--- config.mk ---
export PLATFORM = sky130hd
export DESIGN_NAME = t05_stage_reporter
export DESIGN_NICKNAME = d
export VERILOG_FILES = /design/src/rtl/t05_ctrl_pkg.sv /design/src/rtl/t05_stage_watchdog.sv /design/src/rtl/t05_stage_reporter.sv
export SDC_FILE = /design/constraint.sdc
export NUM_CORES = 1
export LEC_CHECK = 0
export ABC_AREA = 1
export CAP_MARGIN = 20
export CELL_PAD_IN_SITES_DETAIL_PLACEMENT = 1
export CELL_PAD_IN_SITES_GLOBAL_PLACEMENT = 2
export CORE_MARGIN = 2
export CORE_UTILIZATION = 33
export DETAILED_ROUTE_END_ITERATION = 7
export GPL_TIMING_DRIVEN = 0
export PLACE_DENSITY_LB_ADDON = 0.25
export SLEW_MARGIN = 20
export SYNTH_ARGS = -nofsm -noshare
export SYNTH_HDL_FRONTEND = slang
export SYNTH_SLANG_ARGS = --single-unit
export TNS_END_PERCENT = 1
--- constraint.sdc ---
create_clock -name clk -period 2.3 [get_ports clk]
set_clock_uncertainty 0.1 [all_clocks]
set_input_delay 0.345 -clock clk [delete_from_list [all_inputs] [get_ports clk]]
set_output_delay 0.345 -clock clk [all_outputs]
set_load 0.02 [all_outputs]
--- src/rtl/t05_ctrl_pkg.sv ---
// Shared controller/stage handshake codes, plus helpers for the stage reporter.
package t05_ctrl_pkg;

  // Controller state_reg codes.
  typedef enum logic [3:0] {
    StateIdle  = 4'd0,
    StateHisto = 4'd1,
    StateFlv   = 4'd2,
    StateHtree = 4'd3,
    StateCbs   = 4'd4,
    StateTrn   = 4'd5,
    StateSpi   = 4'd6,
    StateError = 4'd7,
    StateDone  = 4'd8
  } state_t;

  // finState codes the controller waits on.
  typedef enum logic [3:0] {
    FinIdle          = 4'd0,
    FinHist          = 4'd1,
    FinFlv           = 4'd2,
    FinHtree         = 4'd3,
    FinHtreeFinished = 4'd4,
    FinCbs           = 4'd5,
    FinTrn           = 4'd6,
    FinSpi           = 4'd7,
    FinError         = 4'd8
  } fin_state_t;

  // op_fin codes; stage codes map straight across.
  typedef enum logic [3:0] {
    OpIdle  = 4'd0,
    OpHist  = 4'd1,
    OpFlv   = 4'd2,
    OpHtree = 4'd3,
    OpCbs   = 4'd4,
    OpTrn   = 4'd5,
    OpSpi   = 4'd6,
    OpError = 4'd7
  } op_fin_t;

  // Reporter handshake phases.
  typedef enum logic [2:0] {
    PhWait,
    PhLaunch,
    PhRun,
    PhReport,
    PhErr
  } phase_t;

  // True for the six launchable stage codes.
  function automatic logic is_stage(input logic [3:0] code);
    return (code >= 4'd1) && (code <= 4'd6);
  endfunction

  // One-hot stage bit for a stage code; zero for anything else.
  function automatic logic [5:0] stage_onehot(input logic [3:0] code);
    if (is_stage(code)) return 6'b000001 << (code - 4'd1);
    return 6'b000000;
  endfunction

  // finState for a normal stage completion. HTREE_FINISHED sits between HTREE and CBS,
  // so CBS/TRN/SPI land one code above their stage code.
  function automatic logic [3:0] stage_fin(input logic [3:0] code);
    case (code)
      4'd1:    return FinHist;
      4'd2:    return FinFlv;
      4'd3:    return FinHtree;
      4'd4:    return FinCbs;
      4'd5:    return FinTrn;
      4'd6:    return FinSpi;
      default: return FinIdle;
    endcase
  endfunction

endpackage

--- src/rtl/t05_stage_watchdog.sv ---
// Per-stage watchdog: saturating cycle counter with a fixed expiry value (0 disables).
module t05_stage_watchdog #(
  parameter int unsigned Width = 24,
  parameter int unsigned Limit = 4194304
) (
  input  logic clk,
  input  logic rst,
  input  logic clear,
  input  logic enable,
  output logic expired
);

  // Limit must be representable in Width bits.
  localparam logic [Width-1:0] LimitW = Width'(Limit);
  localparam logic [Width-1:0] MaxW   = '1;

  logic [Width-1:0] count_q;

  // Count enabled cycles, holding at all-ones; clear has priority.
  always_ff @(posedge clk or posedge rst) begin
    if (rst) begin
      count_q <= '0;
    end else if (clear) begin
      count_q <= '0;
    end else if (enable && (count_q != MaxW)) begin
      count_q <= count_q + Width'(1);
    end
  end

  assign expired = (Limit != 0) && (count_q == LimitW);

endmodule

--- src/rtl/t05_stage_reporter.sv ---
// Stage-side end of the controller handshake: launches the active stage, collects its
// done/error pulses and reports finState/op_fin back to the controller.
module t05_stage_reporter
  import t05_ctrl_pkg::*;
#(
  parameter int unsigned TIMEOUT_W      = 24,
  parameter int unsigned TIMEOUT_CYCLES = 4194304
) (
  input  logic       clk,
  input  logic       rst,
  input  logic [3:0] state_reg,
  input  logic [5:0] stage_done,
  input  logic       htree_complete,
  input  logic       mod_err,
  output logic [5:0] stage_start,
  output logic [3:0] finState,
  output logic [3:0] op_fin,
  output logic       stage_busy,
  output logic       timeout,
  output logic       stray_done
);

  phase_t     phase_q;
  logic [3:0] prev_state_q;
  logic [3:0] cur_q;
  // Low for the first cycle after reset so a state_reg already non-idle at release is
  // absorbed into prev_state rather than treated as a fresh entry.
  logic       primed_q;

  logic       change;
  logic       active;
  logic [5:0] own_mask;
  logic       own_done;
  logic       stray_evt;
  logic       wd_clear;
  logic       wd_expired;

  // Event decode for the current cycle.
  always_comb begin
    change    = primed_q && (state_reg != prev_state_q);
    active    = (phase_q == PhLaunch) || (phase_q == PhRun);
    own_mask  = stage_onehot(cur_q);
    own_done  = active && (|(stage_done & own_mask));
    stray_evt = active ? (|(stage_done & ~own_mask))
                       : ((phase_q != PhErr) && (|stage_done));
    // Held at zero outside a stage; restarts on any abort/relaunch.
    wd_clear  = !active || change;
  end

  t05_stage_watchdog #(
    .Width(TIMEOUT_W),
    .Limit(TIMEOUT_CYCLES)
  ) u_watchdog (
    .clk    (clk),
    .rst    (rst),
    .clear  (wd_clear),
    .enable (active),
    .expired(wd_expired)
  );

  // Handshake FSM with registered outputs.
  always_ff @(posedge clk or posedge rst) begin
    if (rst) begin
      phase_q      <= PhWait;
      prev_state_q <= StateIdle;
      cur_q        <= 4'd0;
      primed_q     <= 1'b0;
      stage_start  <= '0;
      finState     <= FinIdle;
      op_fin       <= OpIdle;
      stage_busy   <= 1'b0;
      timeout      <= 1'b0;
      stray_done   <= 1'b0;
    end else begin
      prev_state_q <= state_reg;
      primed_q     <= 1'b1;
      stage_start  <= '0;
      stage_busy   <= 1'b0;

      if (state_reg == StateIdle) stray_done <= 1'b0;
      else if (stray_evt)         stray_done <= 1'b1;
      if (state_reg == StateIdle) timeout <= 1'b0;

      // A state change outside ERR drops any pending code and aborts a running stage.
      if ((phase_q != PhErr) && change) begin
        finState <= FinIdle;
        op_fin   <= OpIdle;
        if (is_stage(state_reg)) begin
          phase_q     <= PhLaunch;
          cur_q       <= state_reg;
          stage_start <= stage_onehot(state_reg);
          stage_busy  <= 1'b1;
        end else begin
          phase_q <= PhWait;
        end
      end else begin
        case (phase_q)
          PhLaunch, PhRun: begin
            if (mod_err || wd_expired) begin
              phase_q  <= PhErr;
              finState <= FinError;
              op_fin   <= OpError;
              if (wd_expired) timeout <= 1'b1;
            end else if (htree_complete && (cur_q == StateHtree)) begin
              phase_q  <= PhReport;
              finState <= FinHtreeFinished;
              op_fin   <= OpHtree;
            end else if (own_done) begin
              phase_q  <= PhReport;
              finState <= stage_fin(cur_q);
              op_fin   <= cur_q;
            end else begin
              phase_q    <= PhRun;
              stage_busy <= 1'b1;
            end
          end
          PhErr: begin
            if (state_reg == StateIdle) begin
              phase_q  <= PhWait;
              finState <= FinIdle;
              op_fin   <= OpIdle;
            end
          end
          default: ;
        endcase
      end
    end
  end

endmodule

==> results by group <==
Run status
  – Status: complete, no violations

Yosys
  – Mapped Nets: 420
  – Syn Area/Cell: 7.38 sq um
  – Synthesized flop and latch total: 53
  – Netlist cell types: 33
  – Compound-Gate Fraction of Synth Area: 7.91%
  – Yosys warning count: 0
  – Post-synthesis sequential area ratio: 44.6%
  – Synth Cell Area: 2980 sq um
  – Synth Area in Adders: 1.26%
  – Synth Area in XOR/XNOR: 2.65%
  – Combinational family with the most area after synthesis: simple AND/OR/NAND/NOR gates
  – Simple-gate portion of the synthesized area: 35.2%
  – Post-synthesis mux area share: 0%
  – Mapped Cells: 403

Timing
  – Final period util: 90.0%
  – Min Hold Slack: 0.379 ns
  – Final setup fails: 0
  – Pins Over Slew Limit: 0
  – Setup WS post-layout: 0.229 ns
  – Final hold violation count: 0
  – Peak Freq: 0.483 GHz
  – Setup repair after global routing missed its margin: no
  – Slew HR: 54.9%
  – Slew @ Worst Pin: 0.676 ns
  – Crit path time final: 2.07 ns
  – Final setup TNS: 0 ns

Worst setup path
  – Worst r2r src: u_watchdog.count_q[0]
  – Path depth of the worst reg2reg path: 12
  – CP Data Required Time: 2.40 ns
  – Setup slack, reg-to-reg: 0.23 ns
  – Crit path DAT: 2.17 ns
  – CP Launch Type: flip-flop
  – Crit path kind: reg -> reg
  – Critical path capture point type: flip-flop
  – Worst r2r dst: u_watchdog.count_q[12]
  – Max FO, Critical Path: 5

Route
  – Residual DRC: 0
  – Final wirelength: 8060 microns
  – Via count: 2672
  – Drt first-iter violations: 89
  – Drt first pass iters: 4
  – Drt via density: 4.86
  – Remaining antenna violation count: 0
  – DR WL/cell: 14.7 microns

Floorplanning
  – Top-Level Pins: 31
  – Die area: 9790 sq um
  – Starting Density: 34.1%
  – Chip Width: 99.0 microns
  – Die H: 99.0 microns
  – Site Rows: 34
  – Core area: 8720 sq um

Final layout
  – Finished Core Util: 40.6%
  – Layout cells sized above 1: 7.69%
  – Commonest non-fill, non-tap cell in the layout: nand2_1
  – Final Instance Area: 3540 sq um
  – Most frequent cells in the layout: nand2_1 (109), dfrtp_1 (52), inv_1 (50)
  – Finished Layout Cells: 550
  – Final nets: 458
  – Fillers: 1084
  – Antenna cell count: 0
  – Area Growth Syn to Fin: 18.9%
  – Sequential Area: 1330 sq um
  – Area of the multi-input gates: 1400 sq um

Pwr
  – Net Switching: 1.11 mW
  – Worst VDD drop: 0.408 mV
  – Int Power: 1.74 mW
  – Pwr dens: 805 nW/um^2
  – Leak Pwr: 1.75 nW
  – Switch share: 39.0%
  – Power Total: 2.85 mW
  – Logic pwr share: 37.4%
  – Clk pwr share: 22.8%
  – Seq pwr share: 39.8%

Global routing
  – GRT Util Overall: 17.2%
  – Initial antenna violation count: 0
  – First-pass GRT wire length: 13600 microns
  – Grt ovf: 0
  – Pin count of the biggest net entering global routing: 54
  – Number of global-route vias before repair: 2764

Clock network
  – Worst-path clk slew: 0.10 ns
  – Clock insertion delay at the later pin of the skew report: 0.31 ns
  – Number of CTS-inserted buffers: 5
  – Root buf cell: clkbuf_8
  – Clock Sinks: 53
  – CTS Hold Bufs: 0
  – Bufs on Longest Clock Path: 2
  – CTS tree: built
  – CTS H-tree lvls: 2

Placed design
  – Pre-CTS setup slack: -0.0843 ns
  – Global placement routability congestion: 0.836
  – Placed cell count: 541
  – PortBufs: 30
  – Final HPWL DP: 6190 microns
  – Placed Area: 3410 sq um

Worst hold path
  – Hold WC Path Type: in -> async

Run
  – Max Cap Violations: 0
-- area by class of cell --
class / instances / share of cell area (%)
buffer: 5 / 1.06
clock buffer: 6 / 2.05
clock inverter: 2 / 1.10
inverter: 55 / 6.05
multi-input combinational: 290 / 39.7
sequential: 53 / 37.5
tap: 108 / 3.82
timing repair buffer: 31 / 8.70
-- logic make-up after synthesis --
logic type | Yosys count
and+or+nand+nor | 235
buffers and inverters | 60
DFF | 53
AOI/OAI and AO/OA | 42
xor gates and xnor gates | 9
adders and majority gates | 3
other | 1
-- per-layer routing --
metal  wire (microns)  global-route usage, %
met1             3690                   22.1
met2             4160                   30.9
met3              164                   2.55
met4               51                   3.27
met5                0                      0
-- worst max path at each step --
stage | startpoint | to | slack (ns)
floorplan | u_watchdog.count_q[0] | u_watchdog.count_q[12] | 0.56
global placement | rst | u_watchdog.count_q[23] | -0.59
detailed placement | state_reg[1] | u_watchdog.count_q[10] | -0.08
CTS | u_watchdog.count_q[0] | u_watchdog.count_q[11] | 0.04
global route | u_watchdog.count_q[0] | u_watchdog.count_q[14] | 0.002
finish | u_watchdog.count_q[0] | u_watchdog.count_q[12] | 0.23
-- registers in the layout, summed over array words and instances (netlist names) --
register	count
u_watchdog.count_q	24
stage_start	6
stage_busy	1
phase_q	3
op_fin	4
cur_q	4
prev_state_q	4
finState	4
stray_done	1
timeout	1
primed_q	1
-- critical path, cell delays in order (launching register included) --
cell and delay [ns]:
dfrtp_2 0.42, ha_2 0.24, nand2_1 0.10, nor2_1 0.16, nand2_1 0.16, nor2_1 0.12, nand2_1 0.11, nor2_4 0.21
nor2_1 0.12, nand2_1 0.10, nand2_1 0.06, nand2_1 0.05, nor2_1 0.03
-- cell usage after synthesis, drive strengths merged --
cell type | n | area, sq um
nand2 | 114 | 455
inv | 55 | 211
dfrtp | 53 | 1330
nor2 | 52 | 208
nand3 | 43 | 238
o21ai | 28 | 140
nor3 | 16 | 80.1
nand4 | 7 | 43.8
a21oi | 6 | 33.8
a31oi | 5 | 37.5
xor2 | 5 | 43.8
buf | 4 | 32.5
xnor2 | 4 | 35.0
ha | 3 | 37.5
nor3b | 2 | 15.0
a21boi | 1 | 7.51
a31o | 1 | 8.76
clkbuf | 1 | 3.75
conb | 1 | 3.75
nor4 | 1 | 6.26
o31ai | 1 | 7.51
-- power groups by stage --
stage / Clock [mW] / Combinational, mW / Sequential [mW]
global placement: 0 / 1.06 / 1.15
finish: 0.650 / 1.07 / 1.13
CTS: 0.674 / 1.09 / 1.13
detailed placement: 0 / 1.08 / 1.15
global route: 0.706 / 1.19 / 1.15
floorplan: 0 / 0.660 / 1.19
-- timing repair --
action	CTS	global route
setup buffers	0	1
endpoints found under the hold margin	0	0
endpoints found under the setup margin	0	15
gates resized for setup	0	4
(Power assumes the default switching activity.)
